**config.mk**
```make
export PLATFORM = sky130hd
export DESIGN_NAME = hms_counter
export DESIGN_NICKNAME = d
export VERILOG_FILES = /design/src/rtl/time_pkg.sv /design/src/rtl/mod_counter.sv /design/src/rtl/hms_counter.sv
export SDC_FILE = /design/constraint.sdc
export NUM_CORES = 1
export LEC_CHECK = 0
export CORE_MARGIN = 10
export CORE_UTILIZATION = 41
export CTS_CLUSTER_SIZE = 24
export DETAILED_ROUTE_END_ITERATION = 8
export MAX_ROUTING_LAYER = met4
export PLACE_DENSITY_LB_ADDON = 0.2
export SLEW_MARGIN = 20
export SYNTH_ARGS = -nofsm -noshare
export SYNTH_HDL_FRONTEND = slang
export SYNTH_HIERARCHICAL = 1
export SYNTH_SLANG_ARGS = --single-unit
```
**constraint.sdc**
```tcl
create_clock -name clk -period 4.45 [get_ports clk]
set_input_delay 0.445 -clock clk [delete_from_list [all_inputs] [get_ports clk]]
set_output_delay 0.445 -clock clk [all_outputs]
set_load 0.02 [all_outputs]
```
**src/rtl/time_pkg.sv**
```systemverilog
// Shared time-base constants and width helper for the hms counter.
// No ports: default moduli, default prescaler divide and clog2w().
package time_pkg;

    localparam int DEF_TICK_DIV = 50_000_000;
    localparam int DEF_SEC_MOD  = 60;
    localparam int DEF_MIN_MOD  = 60;
    localparam int DEF_HOUR_MOD = 24;

    // Bit width needed to hold 0..n-1; never less than one bit.
    function automatic int clog2w(input int n);
        return (n <= 1) ? 1 : $clog2(n);
    endfunction

endpackage

```
**src/rtl/mod_counter.sv**
```systemverilog
// Generic modulo-N up/down counter with clamped parallel load.
// Ports: clk, reset, step, down, load, load_val -> value, wrap (comb).
module mod_counter
    import time_pkg::*;
#(
    parameter int N = DEF_SEC_MOD,
    parameter int W = clog2w(N)
) (
    input  logic         clk,
    input  logic         reset,
    input  logic         step,
    input  logic         down,
    input  logic         load,
    input  logic [W-1:0] load_val,
    output logic [W-1:0] value,
    output logic         wrap
);

    localparam logic [W-1:0] MAX = W'(N - 1);

    logic [W-1:0] load_clamped;
    logic         at_end;

    // Out-of-range loads saturate to the top count.
    always_comb begin
        load_clamped = load_val;
        if (32'(load_val) >= 32'(N)) begin
            load_clamped = MAX;
        end
    end

    assign at_end = down ? (value == '0) : (value == MAX);
    assign wrap   = step & at_end;

    always_ff @(posedge clk) begin
        if (reset) begin
            value <= '0;
        end else if (load) begin
            value <= load_clamped;
        end else if (step) begin
            if (down) begin
                value <= at_end ? MAX : value - 1'b1;
            end else begin
                value <= at_end ? '0 : value + 1'b1;
            end
        end
    end

endmodule

```
**src/rtl/hms_counter.sv**
```systemverilog
// Hours/minutes/seconds time base with tick prescaler and carry pulses.
// Ports: clk, reset, en, down, load, load_* -> second, minute, hour, pulses.
module hms_counter
    import time_pkg::*;
#(
    parameter int TICK_DIV = DEF_TICK_DIV,
    parameter int SEC_MOD  = DEF_SEC_MOD,
    parameter int MIN_MOD  = DEF_MIN_MOD,
    parameter int HOUR_MOD = DEF_HOUR_MOD,
    parameter int SW       = clog2w(SEC_MOD),
    parameter int MW       = clog2w(MIN_MOD),
    parameter int HW       = clog2w(HOUR_MOD)
) (
    input  logic          clk,
    input  logic          reset,
    input  logic          en,
    input  logic          down,
    input  logic          load,
    input  logic [SW-1:0] load_sec,
    input  logic [MW-1:0] load_min,
    input  logic [HW-1:0] load_hour,
    output logic [SW-1:0] second,
    output logic [MW-1:0] minute,
    output logic [HW-1:0] hour,
    output logic          tick,
    output logic          one_min,
    output logic          one_hour,
    output logic          one_day
);

    localparam int PW = clog2w(TICK_DIV);
    localparam logic [PW-1:0] PMAX = PW'(TICK_DIV - 1);

    logic [PW-1:0] presc;
    logic          step;
    logic          sec_wrap;
    logic          min_wrap;
    logic          hour_wrap;

    // Reset or load on the same edge swallows the step and its pulses.
    assign step = en & (presc == PMAX) & ~load & ~reset;

    always_ff @(posedge clk) begin
        if (reset || load) begin
            presc <= '0;
        end else if (en) begin
            presc <= (presc == PMAX) ? '0 : presc + 1'b1;
        end
    end

    mod_counter #(.N(SEC_MOD), .W(SW)) u_sec (
        .clk      (clk),
        .reset    (reset),
        .step     (step),
        .down     (down),
        .load     (load),
        .load_val (load_sec),
        .value    (second),
        .wrap     (sec_wrap)
    );

    mod_counter #(.N(MIN_MOD), .W(MW)) u_min (
        .clk      (clk),
        .reset    (reset),
        .step     (sec_wrap),
        .down     (down),
        .load     (load),
        .load_val (load_min),
        .value    (minute),
        .wrap     (min_wrap)
    );

    mod_counter #(.N(HOUR_MOD), .W(HW)) u_hour (
        .clk      (clk),
        .reset    (reset),
        .step     (min_wrap),
        .down     (down),
        .load     (load),
        .load_val (load_hour),
        .value    (hour),
        .wrap     (hour_wrap)
    );

    always_ff @(posedge clk) begin
        if (reset) begin
            tick     <= 1'b0;
            one_min  <= 1'b0;
            one_hour <= 1'b0;
            one_day  <= 1'b0;
        end else begin
            tick     <= step;
            one_min  <= sec_wrap;
            one_hour <= min_wrap;
            one_day  <= hour_wrap;
        end
    end

endmodule

```
==> summary.txt <==
clock sinks: 47
TritonCTS buffer count: 5
Ant. Diodes: 0
total power: 0.995 mW
Hold Slack: 0.488 ns
data required time of the worst path: 4.68 ns
Worst slew margin: 0.414
port bufs: 42
number of global-route vias before repair: 2755
global-route wire length before repair: 13.3 mm
syn avg cell area: 8.13 um2
Arrival @ worst endpoint: 3.71 ns
Primary FF master, synth: dfxtp_1
initial antenna violation count: 0
FP Rows: 31
DRC Markers: 0
TritonRoute pass-1 iters: 4
RSZ-0062 raised after global routing: false
Tot GR Track Use: 0.140
Max FO, Critical Path: 8
peak supply drop: 142 uV
largest net degree at the start of global routing: 38
Critical R2R Launch: presc[16]
Worst setup startpoint: en
number of gates resized after cts: 0
Min Clock Period, post-route: 3.47 ns
register area: 941 um2
Multi-input gate area: 1950 um2
Die Wd: 106 um
Hold Path Class: flop to flop
R2R setup slack: 1.02 ns
DR WL/cell: 15.7 um
final period utilization: 0.781
Nets: 436
FILL cells: 690
CP Class: input port to flop
layout cells sized above 1: 0.0711
vias per cell: 5.93
Final Instance Area: 3680 um2
status: finished clean
DIE HEIGHT: 106 um
worst r2r dst: u_hour/value[4]
CTS tree: yes
GP Congestion: 0.891
dpl hpwl: 5.78 mm
setup ws final: 0.975 ns
Seq cells post-synth: 47
Syn-to-layout area delta: 20.0%
number of max-cap violations: 0
Cell Area, Synth: 3060 um2
clock latency on the worst-skew pair: 0.30 ns
EDFF count, synth: 0
root buffer cell: clkbuf_8
Synth async-reset ratio: 0
Detail Route Antenna Nets: 0
Final Hold Fails: 0
Post-DP Area: 3540 um2
I/O pin cnt: 43
crit end category: flop
FF-to-FF path depth: 13
fmax: 288 MHz
post-CTS setup buffer count: 0
Max Buffers Root-to-Sink: 2
Setup TNS: 0 ns
drt initial violations: 244
final setup fails: 0
sequential area share after synthesis: 0.307
Syn Nets: 406
Slew Viols, Final: 0
Netlist cell types: 59
core area: 7250 um2
Die ar.: 11300 um2
cell count after synthesis: 377
GRT Residual Overflow: 0
CTS hold repair buffers: 0
clock skew: 0.00821 ns
Starting Density: 0.422
via count: 3008
Ys Warns: 6
H-tree depth: 2
pwr dens: 271 nW/um2
dpl ws: 0.684 ns
Critical Path End: u_hour/value[4]
Total Routed Length: 7.98 mm
leakage power: 1.20 nW
CP startpoint kind: input port
Clk pin slew, worst setup/hold paths: 0.10 ns
Slew @ Worst Pin: 0.878 ns
==> stage by stage <==
stage               utilization  instances
global placement          0.489        499
floorplan                     -        377
detailed placement        0.489        499
finish                    0.507        507
global route              0.507        507
CTS                       0.507        507
==> kinds of logic (layout without fill, tap and decap cells) <==
group,count (synthesis),count (layout),synth area share
mux,5,5,0.0163
simple gates,163,163,0.319
compound gates,97,97,0.225
xor+xnor,15,15,0.0429
buf+inv,43,74,0.0608
fa+ha+maj,7,7,0.0286
flops,47,47,0.307
==> Yosys cell counts, types with 9 or more instances <==
library cell	n	area [um2]
nor3_1	14	70.1
clkbuf_1	13	48.8
a311oi_1	11	96.3
nand4_1	10	62.6
a21oi_1	22	110
inv_1	18	67.6
xnor2_1	9	78.8
nor2_1	27	101
o31ai_1	9	67.6
nand2_1	23	86.3
dfxtp_1	47	941
nand3_1	15	75.1
==> layout make-up <==
class                      instances  share of cell area
multi-input combinational        287               0.530
sequential                        47               0.256
timing repair buffer              47               0.125
tap                               99              0.0337
clock buffer                       6              0.0197
inverter                          19              0.0194
clock inverter                     2              0.0163
==> cells in the final DEF (no fill, tap or decap), types with 3 or more instances in the layout <==
cell type,instances
nor2b_1,5
nor2_1,27
and4b_1,3
or4_1,8
dfxtp_1,47
xor2_1,6
o2111ai_1,4
nor4_1,3
a31oi_1,5
xnor2_1,9
clkbuf_8,5
o32ai_1,3
o31a_1,3
a2111oi_0,4
ha_1,7
o22ai_1,4
mux2i_1,5
nor3_1,14
o311ai_1,5
o21ai_0,8
o31ai_1,8
or3_1,8
and4_1,4
a21oi_1,22
nand3b_1,8
and3_1,6
a311oi_1,11
nand2b_1,5
inv_1,18
buf_4,5
clkdlybuf4s50_1,42
or3_2,3
nand4_1,10
nand2_1,23
or3b_1,3
o211ai_1,7
nand3_1,15
==> registers in the layout, summed over array words and instances (netlist names) <==
| signal | flops |
|---|---|
| one_hour | 1 |
| one_day | 1 |
| u_min/value | 6 |
| u_hour/value | 5 |
| presc | 26 |
| one_min | 1 |
| u_sec/value | 6 |
| tick | 1 |
==> worst max-delay path: stages <==
cell	delay, ns
clkdlybuf4s50_1	0.61
nand4_2	0.18
or4_1	0.58
nor3_1	0.15
buf_4	0.18
inv_1	0.11
a21oi_1	0.18
inv_1	0.14
a21oi_1	0.45
inv_2	0.14
a311oi_1	0.27
o31ai_1	0.11
a21oi_1	0.15
==> power breakdown <==
group / leakage [nW] / total [mW] / internal [mW] / switching, mW
sequential: 0.383 / 0.459 / 0.432 / 0.0273
clock: 0.0654 / 0.373 / 0.225 / 0.149
combinational: 0.752 / 0.162 / 0.0793 / 0.0827
total: 1.20 / 0.995 / 0.736 / 0.259
==> worst min path at each step <==
stage	from	depth (start not counted)	endpoint	slack (ns)
2_1_floorplan	presc[23]	2	presc[23]	0.45
3_3_place_gp	presc[23]	2	presc[23]	0.47
3_5_place_dp	presc[23]	2	presc[23]	0.47
4_1_cts	presc[23]	2	presc[23]	0.49
5_1_grt	presc[23]	2	presc[23]	0.53
6_report	presc[23]	2	presc[23]	0.49
==> layer usage <==
| metal | global-route usage | vias up | part of all wire |
|---|---|---|---|
| met5 | - | - | 0 |
| met4 | 0.0377 | 0 | 0.0044 |
| met3 | 0.0344 | 2 | 0.054 |
| met2 | 0.208 | 85 | 0.45 |
| met1 | 0.184 | 1418 | 0.49 |
| li1 | - | 1503 | - |
(Power assumes the default switching activity.)
